[config.mk]
export PLATFORM = sky130hd
export DESIGN_NAME = bypass_mc
export DESIGN_NICKNAME = d
export VERILOG_FILES = /design/src/rtl/bypass_mc.sv
export SDC_FILE = /design/constraint.sdc
export NUM_CORES = 1
export LEC_CHECK = 0
export BUFFER_PORTS_ARGS = -buffer_cell sky130_fd_sc_hd__buf_2
export CORE_UTILIZATION = 30
export CTS_BUF_LIST = sky130_fd_sc_hd__clkbuf_8 sky130_fd_sc_hd__clkbuf_16
export CTS_CLUSTER_SIZE = 30
export DETAILED_ROUTE_END_ITERATION = 6
export PLACE_DENSITY = 0.52
export SYNTH_ARGS = -nofsm -noshare
export SYNTH_HDL_FRONTEND = slang
export SYNTH_SLANG_ARGS = --single-unit
[constraint.sdc]
create_clock -name clk_i -period 2.3 [get_ports clk_i]
set_clock_uncertainty 0.1 [all_clocks]
set_input_delay 0.345 -clock clk_i [delete_from_list [all_inputs] [get_ports clk_i]]
set_output_delay 0.345 -clock clk_i [all_outputs]
set_load 0.05 [all_outputs]
[src/rtl/bypass_mc.sv]
// Multi-channel bypass unit: per-channel tag FIFOs feeding one registered
// write-back port through a round-robin arbiter.
module bypass_mc #(
  parameter int NCH   = 2,
  parameter int TAGW  = 8,
  parameter int DEPTH = 2,
  localparam int CHW  = (NCH > 1) ? $clog2(NCH) : 1
) (
  input  logic                clk_i,
  input  logic                arst_i,
  input  logic                flush_i,
  input  logic [NCH-1:0]      in_valid_i,
  input  logic [NCH*TAGW-1:0] in_itag_i,
  output logic [NCH-1:0]      in_full_o,
  output logic                wb_valid_o,
  output logic [TAGW-1:0]     wb_itag_o,
  output logic [CHW-1:0]      wb_ch_o,
  input  logic                wb_ready_i
);

  localparam int PW = $clog2(DEPTH);
  localparam int CW = PW + 1;

  logic [TAGW-1:0] head [NCH];
  logic [NCH-1:0]  nonempty;
  logic [NCH-1:0]  pop;
  logic [CHW-1:0]  rr_reg;
  logic [CHW-1:0]  grant;
  logic            any_ready;
  logic            load;
  logic            do_pop;
  int              best_off;

  genvar gi;
  generate
    for (gi = 0; gi < NCH; gi++) begin : g_ch
      logic [TAGW-1:0] mem [DEPTH];
      logic [PW-1:0]   wr_ptr_reg;
      logic [PW-1:0]   rd_ptr_reg;
      logic [CW-1:0]   cnt_reg;
      logic            wr;
      logic            rd;

      // A write while full is dropped even if the head pops this cycle.
      assign wr            = in_valid_i[gi] && !in_full_o[gi] && !flush_i;
      assign rd            = pop[gi];
      assign in_full_o[gi] = (cnt_reg == CW'(DEPTH));
      assign nonempty[gi]  = (cnt_reg != '0);
      assign head[gi]      = mem[rd_ptr_reg];

      always_ff @(posedge clk_i) begin
        if (wr) begin
          mem[wr_ptr_reg] <= in_itag_i[gi*TAGW +: TAGW];
        end
      end

      always_ff @(posedge clk_i or posedge arst_i) begin
        if (arst_i) begin
          wr_ptr_reg <= '0;
          rd_ptr_reg <= '0;
          cnt_reg    <= '0;
        end else if (flush_i) begin
          wr_ptr_reg <= '0;
          rd_ptr_reg <= '0;
          cnt_reg    <= '0;
        end else begin
          if (wr) wr_ptr_reg <= wr_ptr_reg + PW'(1);
          if (rd) rd_ptr_reg <= rd_ptr_reg + PW'(1);
          cnt_reg <= cnt_reg + CW'(wr) - CW'(rd);
        end
      end
    end
  endgenerate

  // Grant the non-empty channel at the smallest distance from rr.
  always_comb begin
    grant     = '0;
    any_ready = 1'b0;
    best_off  = NCH;
    for (int k = 0; k < NCH; k++) begin
      if (nonempty[k] && (((k - int'(rr_reg) + NCH) % NCH) < best_off)) begin
        best_off  = (k - int'(rr_reg) + NCH) % NCH;
        grant     = CHW'(k);
        any_ready = 1'b1;
      end
    end
  end

  assign load   = !wb_valid_o || wb_ready_i;
  assign do_pop = load && any_ready && !flush_i;
  assign pop    = do_pop ? (NCH'(1) << grant) : '0;

  always_ff @(posedge clk_i or posedge arst_i) begin
    if (arst_i) begin
      wb_valid_o <= 1'b0;
      wb_itag_o  <= '0;
      wb_ch_o    <= '0;
      rr_reg     <= '0;
    end else if (flush_i) begin
      wb_valid_o <= 1'b0;
      rr_reg     <= '0;
    end else if (load) begin
      if (any_ready) begin
        wb_valid_o <= 1'b1;
        wb_itag_o  <= head[grant];
        wb_ch_o    <= grant;
        rr_reg     <= (grant == CHW'(NCH - 1)) ? '0 : grant + CHW'(1);
      end else begin
        wb_valid_o <= 1'b0;
      end
    end
  end

endmodule
# ---- Word level (Yosys, flattened, before mapping)
# Memories as Yosys holds them, arrays and structs flattened.
# Index checks and enable logic that the tools add are counted.
dict set report totals {
  ramBits 32
  ff_bits 19
  wordCells 87
  n_memories 2
  inputBits 22
}
dict set report classes {
  n_eq_ne 2
  addsub 13
  reduce_logical 23
  shift 1
  order_cmp 3
  bitwise_logic 4
  mux 29
}
# memory depth word_bits rd rd_ports_with_merged_regs wr line_no
set memory_table {}
lappend memory_table {{g_ch[0].mem} 2 8 1 0 1 37} ;# logic [TAGW-1:0] mem [DEPTH];
lappend memory_table {{g_ch[1].mem} 2 8 1 0 1 37}
# operator count
set op_table {}
lappend op_table {{less-than comparator 2 x 32 -> 1 bit} 1}
lappend op_table {{2-to-1 mux 32 bit} 1}
lappend op_table {{2-to-1 mux 8 bit} 3}
lappend op_table {{2-to-1 mux 1 bit} 22}
lappend op_table {{nonzero test 2 bit} 8}
lappend op_table {{adder 2 x 3 -> 4 bit (second input constant)} 2}
lappend op_table {{logical AND 1 bit} 8}
lappend op_table {{2-to-1 mux 2 bit} 3}
lappend op_table {{adder 1 bit (second input constant)} 5}
lappend op_table {{adder 2 x 1 -> 2 bit} 2}
lappend op_table {{== test 2 bit (second input constant)} 2}
lappend op_table {{zero test 1 bit} 4}
lappend op_table {{subtractor 1 x 1 -> 2 bit (first input constant)} 2}
lappend op_table {{subtractor 2 x 1 -> 2 bit} 2}
lappend op_table {{less-than comparator 2 x 3 -> 1 bit (second input constant)} 1}
lappend op_table {{AND reduction 3 bit} 1}
lappend op_table {{bitwise AND 1 bit} 2}
lappend op_table {{>= comparator 2 bit (second input constant)} 1}
lappend op_table {{NOT 1 -> 2 bit} 1}
lappend op_table {{AND reduction 2 bit} 1}
lappend op_table {{left shift 1 x 1 -> 2 bit (first input constant)} 1}
lappend op_table {{logical OR 1 bit} 1}
lappend op_table {{NOT 1 bit} 1}

# ---- Depth between registers and ports, before layout
# Gate-level depths: netlist of run 1.
dict set report logic_depth {
  word_depth 14
  mapped_depth 10
}

# ---- Least setup slack after synthesis of run 1
# Ideal clock, no wire load.
dict set report synth_path {
  kind {register to register}
  startpoint {register wb_valid_o}
  endpoint {register g_ch[1].cnt_reg[1]}
  t_arrival_ns 2.131
  path_stages_with_launch 11
  synth_period_minus_slack_ns 2.362
  required_time_ns 2.068
  setup_slack_ns -0.062
  setup_time_ns 0.132
  path_cell_list {dfrtp_1 nor2b_1 nor3_2 buf_6 and2_2 ha_1 inv_1 ha_1 xnor2_1 xnor2_1 nor2_1}
}
dict set report synth_between {
  elab_chain_len 7
}
# element line_no
set synth_lines {}
lappend synth_lines {{from (decl)} 15} ;# output logic wb_valid_o,
lappend synth_lines {{from (signal assigned)} 95} ;# wb_valid_o <= 1'b0;
lappend synth_lines {{from (signal assigned)} 100} ;# wb_valid_o <= 1'b0;
lappend synth_lines {{from (signal assigned)} 104} ;# wb_valid_o <= 1'b1;
lappend synth_lines {{zero test 1 bit} 89} ;# assign load = !wb_valid_o || wb_ready_i;
lappend synth_lines {{logical OR 1 bit} 89}
lappend synth_lines {{logical AND 1 bit (2 in a row)} 90} ;# assign do_pop = load && any_ready && !flush_i;
lappend synth_lines {{2-to-1 mux 2 bit} 91} ;# assign pop = do_pop ? (NCH'(1) << grant) : '0;
lappend synth_lines {{subtractor 2 x 1 -> 2 bit} 69} ;# cnt_reg <= cnt_reg + CW'(wr) - CW'(rd);
lappend synth_lines {{2-to-1 mux 2 bit} 62} ;# end else if (flush_i) begin
lappend synth_lines {{to (signal assigned)} 69}
lappend synth_lines {{to (decl)} 40} ;# logic [CW-1:0] cnt_reg;
# Every way passes these cells.
# A chain may end at the register's enable or synchronous reset.

# ---- Final worst setup path of run 1
dict set report layout_path {
  startpoint {register g_ch[1].cnt_reg[0]}
  endpoint {register g_ch[1].cnt_reg[1]}
}
dict set report layout_between {
  elab_chain_len 8
}
# element line_no
set layout_lines {}
lappend layout_lines {{parallel branches: the longest is 6 deep, another holds adder 2 x 1 -> 2 bit} -}
lappend layout_lines {{subtractor 2 x 1 -> 2 bit (*)} 69}
lappend layout_lines {{2-to-1 mux 2 bit (*)} 62}
# Mark *: on every way between the ends.

==> impl_metrics.csv, run 1 <==
group,metric,value,unit
run_status,status,"finished clean",
worst_setup_path,regToRegStartpoint,"g_ch[1].cnt_reg[0]$_DFF_PP0_",
synth,syn_avg_cell_area,15.77,um2
final_layout,final_common_cell,"sky130_fd_sc_hd__buf_2",
power_and_ir_drop,power_leakage,0.001050,uW
sta,max_slew_margin,50.13,%
place,port-buffer-count,33,
global_route,global_route.usage.total,11.08,%
clocking,cts_made_buffers,5,
global_route,antenna_found_initial,0,
clocking,clock_sinks,51,
sta,setup_viol_count_final,0,
final_layout,area_growth_syn_to_layout,17.34,%
final_layout,post_route_non_filler_standard_cell_count,278,
sta,finalSetupTns,0,ps
sta,fin_crit_sh,94.57,%
synth,seq_area_frac_synth,65.04,%
sta,fmax,459.7,MHz
detailed_routing,detail-route-antenna-nets,0,
clocking,cts.path.max_buffers,2,
worst_setup_path,setup.worst_path.end_class,"flip-flop",
worst_setup_path,worstPathBufferInverterCount,1,
synth,yosys_warnings,0,
sta,hold_violation_count_in_the_final_report,0,
worst_setup_path,critPathTopFamily,"simple AND/OR/NAND/NOR gates",
place,dp_hpwl,2850,um
sta,finalCriticalPeriod,2175,ps
power_and_ir_drop,vdd_ir_drop_max,0.2977,mV
final_layout,post-route-cell-area,0.002591,mm2
clocking,htree_levels,2,
sta,fin_worst_hold_slack,57.50,ps
worst_setup_path,timing.critical_path.from_type,"flip-flop",
clocking,clockRootBuffer,"sky130_fd_sc_hd__clkbuf_8",
worst_setup_path,critical_path_maximum_fanout,11,
global_route,grt_start_max_net_pins,20,
worst_setup_path,crit_type,"reg2reg",
detailed_routing,via_count,1159,
sta,fin_ws,124.9,ps
synth,yosys_register_bits,51,
sta,rsz0062_at_grt,"false",
min_path,holdCritPathClass,"in2async",
global_route,grt_pass1_wl,6113,um
floorplan,die_height,87.80,um
place,placedCellCount,270,
place,post-place-ws,116.2,ps
floorplan,pin_count,34,
sta,drv_slew,0,
synth,synthesized_cell_area,0.002208,mm2
worst_setup_path,worstPathRequired,2390,ps
clocking,worst_setup_hold_path_clk_slew,90,ps
clocking,tritoncts,"done",
worst_setup_path,crit_path_cell_trace,"or2_1 -> and2_4 -> and2_2 -> ha_1 -> inv_1 -> ha_1 -> xnor2_1 -> xnor2_1 -> nor2_1",
place,dpl_cell_area,0.002495,mm2
worst_setup_path,crit_slowest_cell,"sky130_fd_sc_hd__dfrtp_2",
worst_setup_path,crit_start,"g_ch[1].cnt_reg[0]$_DFF_PP0_",
detailed_routing,dr.first_iter.drc_count,63,
sta,worst-slew-pin-transition,747.2,ps
final_layout,commonest_non_fill_non_tap_cells_in_the_layout,"33 x sky130_fd_sc_hd__buf_2, 32 x sky130_fd_sc_hd__edfxtp_1, 24 x sky130_fd_sc_hd__mux2i_1",
final_layout,post_route_cells_drive_above_1_share,37.36,%
clocking,clk_latency,300,ps
synth,mappedNetlistNets,166,
worst_setup_path,signal_arrival_time_at_the_worst_endpoint,2270,ps
final_layout,largest_reg_flops,32,
run,max_cap_viol_count,0,
synth,ys_types,30,
global_route,vias_in_the_first_global_route,1255,
clocking,cts_setup_buffers,0,
synth,postSynthCellCount,140,
detailed_routing,dr.pass1.iters,4,
final_layout,num-nets-final,207,
detailed_routing,vias_per_cell,4.169,
floorplan,fp.coreArea,0.006944,mm2
final_layout,num_antenna_cells,0,
floorplan,die_width,87.80,um
floorplan,floorplan.rows,30,
worst_setup_path,critical_path.max_stage_delay,450,ps
detailed_routing,drt_wl_total,3707,um
power_and_ir_drop,p_per_area,1224,mW/mm2
global_route,global_route.overflow_total,0,
floorplan,start_util,31.80,%
floorplan,die_area,0.007708,mm2
detailed_routing,post-route-drc-count,0,
place,globalplace.congestion,0.7378,
detailed_routing,routed_wire_length_per_instance,13.33,um
## cell families after synthesis
logic type / after synthesis / share of synthesized area, %
fa+ha+maj: 4 / 2.266
compound gates: 4 / 1.303
xor+xnor: 8 / 3.173
flops: 51 / 65.04
simple gates: 29 / 8.329
mux: 33 / 16.83
buf+inv: 11 / 3.059
## report_power, final
group / switching [uW] / internal, uW / total [uW]
Sequential: 146 / 1170 / 1310
Combinational: 761 / 573 / 1330
Clock: 301 / 224 / 524
Total: 1210 / 1960 / 3170
## synth_stat cells
cell | instances | share of area (%)
sky130_fd_sc_hd__mux2_4 | 8 | 5.4
sky130_fd_sc_hd__o21bai_2 | 1 | 0.51
sky130_fd_sc_hd__nand2b_4 | 1 | 0.62
sky130_fd_sc_hd__and2_4 | 1 | 0.40
sky130_fd_sc_hd__nor2_1 | 13 | 2.2
sky130_fd_sc_hd__ha_1 | 4 | 2.3
sky130_fd_sc_hd__and2_2 | 1 | 0.34
sky130_fd_sc_hd__dfrtp_1 | 19 | 22
sky130_fd_sc_hd__nand3_1 | 1 | 0.23
sky130_fd_sc_hd__xnor2_1 | 6 | 2.4
sky130_fd_sc_hd__a21oi_1 | 1 | 0.23
sky130_fd_sc_hd__and2b_2 | 2 | 0.79
sky130_fd_sc_hd__or2_1 | 1 | 0.28
sky130_fd_sc_hd__o21ai_0 | 1 | 0.23
sky130_fd_sc_hd__nor2b_1 | 3 | 0.85
sky130_fd_sc_hd__clkbuf_1 | 1 | 0.17
sky130_fd_sc_hd__or2_2 | 2 | 0.57
sky130_fd_sc_hd__mux2_2 | 1 | 0.51
sky130_fd_sc_hd__xor2_1 | 2 | 0.79
sky130_fd_sc_hd__nand2b_1 | 1 | 0.28
sky130_fd_sc_hd__buf_2 | 2 | 0.45
sky130_fd_sc_hd__edfxtp_1 | 32 | 44
sky130_fd_sc_hd__a211oi_1 | 1 | 0.34
sky130_fd_sc_hd__nor3b_1 | 1 | 0.34
sky130_fd_sc_hd__buf_12 | 1 | 0.91
sky130_fd_sc_hd__inv_1 | 6 | 1.0
sky130_fd_sc_hd__mux2i_1 | 24 | 11
sky130_fd_sc_hd__buf_6 | 1 | 0.51
sky130_fd_sc_hd__nor3_2 | 1 | 0.45
sky130_fd_sc_hd__nor4_4 | 1 | 0.96
## worst register-to-register path, stage by stage, from the launching register on
cell                      delay (ps)
sky130_fd_sc_hd__dfrtp_2         450
sky130_fd_sc_hd__or2_1           250
sky130_fd_sc_hd__and2_4          210
sky130_fd_sc_hd__and2_2          180
sky130_fd_sc_hd__ha_1            270
sky130_fd_sc_hd__inv_1            40
sky130_fd_sc_hd__ha_1            170
sky130_fd_sc_hd__xnor2_1         200
sky130_fd_sc_hd__xnor2_1         140
sky130_fd_sc_hd__nor2_1           50
## metal layers
metal	wire length, um	GRT usage, %	vias to the layer above
met5	0	0	-
met4	71	4.918	0
met3	119	2.828	6
met2	1842	19.10	24
met1	1672	13.03	552
li1	-	-	577
## layout make-up
type                       instances  area [um2]
tap                               96       120.1
clock buffer                       5       68.82
multi-input combinational         78       704.4
inverter                           6       22.52
timing repair buffer              39       210.2
fill                             643        4353
clock inverter                     3       26.28
sequential                        51        1439
## per-stage QoR
| stage | power [uW] | utilization [%] |
|---|---|---|
| after CTS | 3211 | 37.30 |
| after global routing | 3374 | 37.32 |
| after global placement | 2646 | 35.93 |
| after floorplan | 2420 | - |
| after detailed placement | 2683 | 35.93 |
| final | 3171 | 37.32 |
## timing repair
item | CTS | global route
resized for setup | 0 | 1
hold buffers | 0 | 0
setup endpoints to repair | 0 | 1
## worst paths after layout
path,endpoint,slack (ps),cells past startpoint
max in group asynchronous,wb_valid_o$_DFFE_PP0P_,1530,2
min in group clk_i,g_ch[1].mem[1][7]$_DFFE_PP_,120,1
min,g_ch[1].wr_ptr_reg$_DFFE_PP0P_,60,2
max,g_ch[1].cnt_reg[1]$_DFF_PP0_,120,9
min reg2reg,wb_itag_o[2]$_DFFE_PP0P_,420,1
max reg2reg,g_ch[1].cnt_reg[1]$_DFF_PP0_,120,9
Power figures use the tool's default switching activity.
==> run 2: changes to the inputs <==
--- a/config.mk
+++ b/config.mk
@@ -10,7 +10,7 @@
 export CTS_BUF_LIST = sky130_fd_sc_hd__clkbuf_8 sky130_fd_sc_hd__clkbuf_16
 export CTS_CLUSTER_SIZE = 30
 export DETAILED_ROUTE_END_ITERATION = 6
-export PLACE_DENSITY = 0.52
+export PLACE_DENSITY = 0.51
 export SYNTH_ARGS = -nofsm -noshare
 export SYNTH_HDL_FRONTEND = slang
 export SYNTH_SLANG_ARGS = --single-unit
==> constraint.sdc (replaced) <==
create_clock -name clk_i -period 2.4 [get_ports clk_i]
set_clock_uncertainty 0.1 [all_clocks]
set_input_delay 0.36 -clock clk_i [delete_from_list [all_inputs] [get_ports clk_i]]
set_output_delay 0.36 -clock clk_i [all_outputs]
set_load 0.05 [all_outputs]
==> run 2 against run 1 <==
  * Global-route usage rose by 0.18 points
  * Sequential power fell by 4%
  * Highest routed layer unchanged
  * Setup slack improved by 73 ps
==> impl_metrics.csv, run 2 (synthesis results as in run 1) <==
group,metric,value,unit
final_layout,num_antenna_cells,0,
power_and_ir_drop,vdd_ir_drop_max,0.3427,mV
place,port-buffer-count,33,
final_layout,fill_cells,672,
detailed_routing,detail-route-antenna-nets,0,
global_route,grt_start_max_net_pins,20,
global_route,global_route.usage.total,11.26,%
global_route,global_route.overflow_total,0,
power_and_ir_drop,power_leakage,0.001057,uW
detailed_routing,vias_per_cell,4.260,
floorplan,start_util,31.80,%
power_and_ir_drop,total_power,3114,uW
clocking,cts_resized,0,
clocking,tritoncts,"done",
run,max_cap_viol_count,0,
final_layout,area.sequential,0.001436,mm2
final_layout,final_common_cell,"sky130_fd_sc_hd__buf_2",
final_layout,post_route_cells_drive_above_1_share,35.91,%
global_route,grtUsageMet3,3.110,%
detailed_routing,drt_wl_total,3902,um
global_route,gr-usage-met2,18.60,%
final_layout,largest_reg_flops,32,
sta,worst-slew-pin-transition,787.6,ps
floorplan,die_width,87.80,um
clocking,cts_setup_buffers,0,
global_route,antenna_found_initial,0,
worst_setup_path,signal_arrival_time_at_the_worst_endpoint,2290,ps
sta,setup_viol_count_final,0,
detailed_routing,routed_wire_length_per_instance,14.09,um
sta,drv_slew,0,
clocking,clk_latency,300,ps
worst_setup_path,crit_slowest_cell,"sky130_fd_sc_hd__dfrtp_1",
worst_setup_path,timing.critical_path.from_type,"flip-flop",
clocking,clock_sinks,51,
sta,hold_violation_count_in_the_final_report,0,
clocking,holdBufCountCts,0,
floorplan,fp.coreArea,0.006944,mm2
worst_setup_path,worstPathRequired,2490,ps
clocking,htree_levels,2,
global_route,global_route.usage.met1,14.16,%
clocking,cts.path.max_buffers,2,
sta,fmax,454.0,MHz
detailed_routing,dr.first_iter.drc_count,75,
sta,finalCriticalPeriod,2202,ps
clocking,cts_made_buffers,5,
global_route,grt_busiest_layer,"met2",
final_layout,area_growth_syn_to_layout,17.68,%
floorplan,floorplan.rows,30,
worst_setup_path,worstPathBufferInverterCount,1,
sta,max_slew_margin,47.43,%
clocking,worst_setup_hold_path_clk_slew,100,ps
min_path,holdCritPathClass,"in2async",
clocking,clockRootBuffer,"sky130_fd_sc_hd__clkbuf_8",
final_layout,commonest_non_fill_non_tap_cells_in_the_layout,"33 x sky130_fd_sc_hd__buf_2, 32 x sky130_fd_sc_hd__edfxtp_1, 24 x sky130_fd_sc_hd__mux2i_1",
floorplan,die_area,0.007708,mm2
global_route,grt_pass1_wl,6313,um
run_status,status,"finished clean",
floorplan,die_height,87.80,um
detailed_routing,dr.pass1.iters,4,
place,globalplace.congestion,0.7428,
detailed_routing,post-route-drc-count,0,
sta,rsz0062_at_grt,"false",
worst_setup_path,setup.worst_path.end_class,"flip-flop",
worst_setup_path,crit_type,"reg2reg",
worst_setup_path,critical_path.max_stage_delay,450,ps
worst_setup_path,critical_path_maximum_fanout,11,
final_layout,multiInputGateArea,704.4,um2
power_and_ir_drop,p_per_area,1198,mW/mm2
place,dp_hpwl,2913,um
final_layout,num-nets-final,206,
sta,fin_crit_sh,91.77,%
global_route,vias_in_the_first_global_route,1256,
detailed_routing,via_count,1180,
worst_setup_path,crit_path_cell_trace,"or2_1 -> and2_4 -> and2_2 -> ha_1 -> inv_1 -> ha_1 -> xnor2_1 -> xnor2_1 -> nor2_1",
floorplan,pin_count,34,
worst_setup_path,critPathTopFamily,"simple AND/OR/NAND/NOR gates",
sta,finalSetupTns,0,ps
## run 2: stage by stage
stage               instances  hold slack [ps]  setup WS (ps)  utilization [%]  instance area, um2
detailed placement        269            400.7          194.0            35.80                2486
global route              277            116.8          41.70            37.42                2599
global placement          269            395.7          270.2            35.80                2486
CTS                       277            110.3          176.2            37.42                2599
finish                    277            84.07          197.6            37.42                2599
floorplan                 140            211.1          37.56                -                2208
## run 2: path summary, 6_finish.rpt
path / from / to / slack (ps) / depth (start not counted)
min in group clk_i: in_itag_i[15] / g_ch[1].mem[1][7]$_DFFE_PP_ / 140 / 1
worst min-delay path: arst_i / wb_itag_o[2]$_DFFE_PP0P_ / 80 / 2
worst min register to register: wb_ch_o$_DFFE_PP0P_ / wb_ch_o$_DFFE_PP0P_ / 420 / 1
worst max register to register: g_ch[1].cnt_reg[0]$_DFF_PP0_ / g_ch[1].cnt_reg[1]$_DFF_PP0_ / 200 / 9
max in group asynchronous: arst_i / wb_itag_o[1]$_DFFE_PP0P_ / 1620 / 2
worst max-delay path: g_ch[1].cnt_reg[0]$_DFF_PP0_ / g_ch[1].cnt_reg[1]$_DFF_PP0_ / 200 / 9
## run 2: routing by layer
layer	vias to the layer above	wire length, um	share of wire, %
met3	6	179	4.6
met2	24	1935	50
met4	0	68	1.7
met5	-	0	0
met1	580	1719	44
li1	570	-	-
## run 2: layout make-up
| class | instances | share of cell area (%) |
|---|---|---|
| flip-flops and latches | 51 | 55.27 |
| multi-input cells | 78 | 27.11 |
| repair buffers | 38 | 7.800 |
| clock inverters | 3 | 1.685 |
| clock buffers | 5 | 2.648 |
| inverters | 6 | 0.8666 |
| well taps | 96 | 4.622 |
## run 2: worst reg2reg max path, stage by stage, from the launching register on
cell	delay, ps
sky130_fd_sc_hd__dfrtp_1	450
sky130_fd_sc_hd__or2_1	260
sky130_fd_sc_hd__and2_4	210
sky130_fd_sc_hd__and2_2	180
sky130_fd_sc_hd__ha_1	270
sky130_fd_sc_hd__inv_1	40
sky130_fd_sc_hd__ha_1	180
sky130_fd_sc_hd__xnor2_1	200
sky130_fd_sc_hd__xnor2_1	140
sky130_fd_sc_hd__nor2_1	60
## run 2: power by group
| group | internal [uW] | leakage [uW] | switching, uW |
|---|---|---|---|
| sequential | 1120 | 0.000533 | 149 |
| combinational | 531 | 0.000467 | 724 |
| clock | 311 | 0.0000581 | 285 |
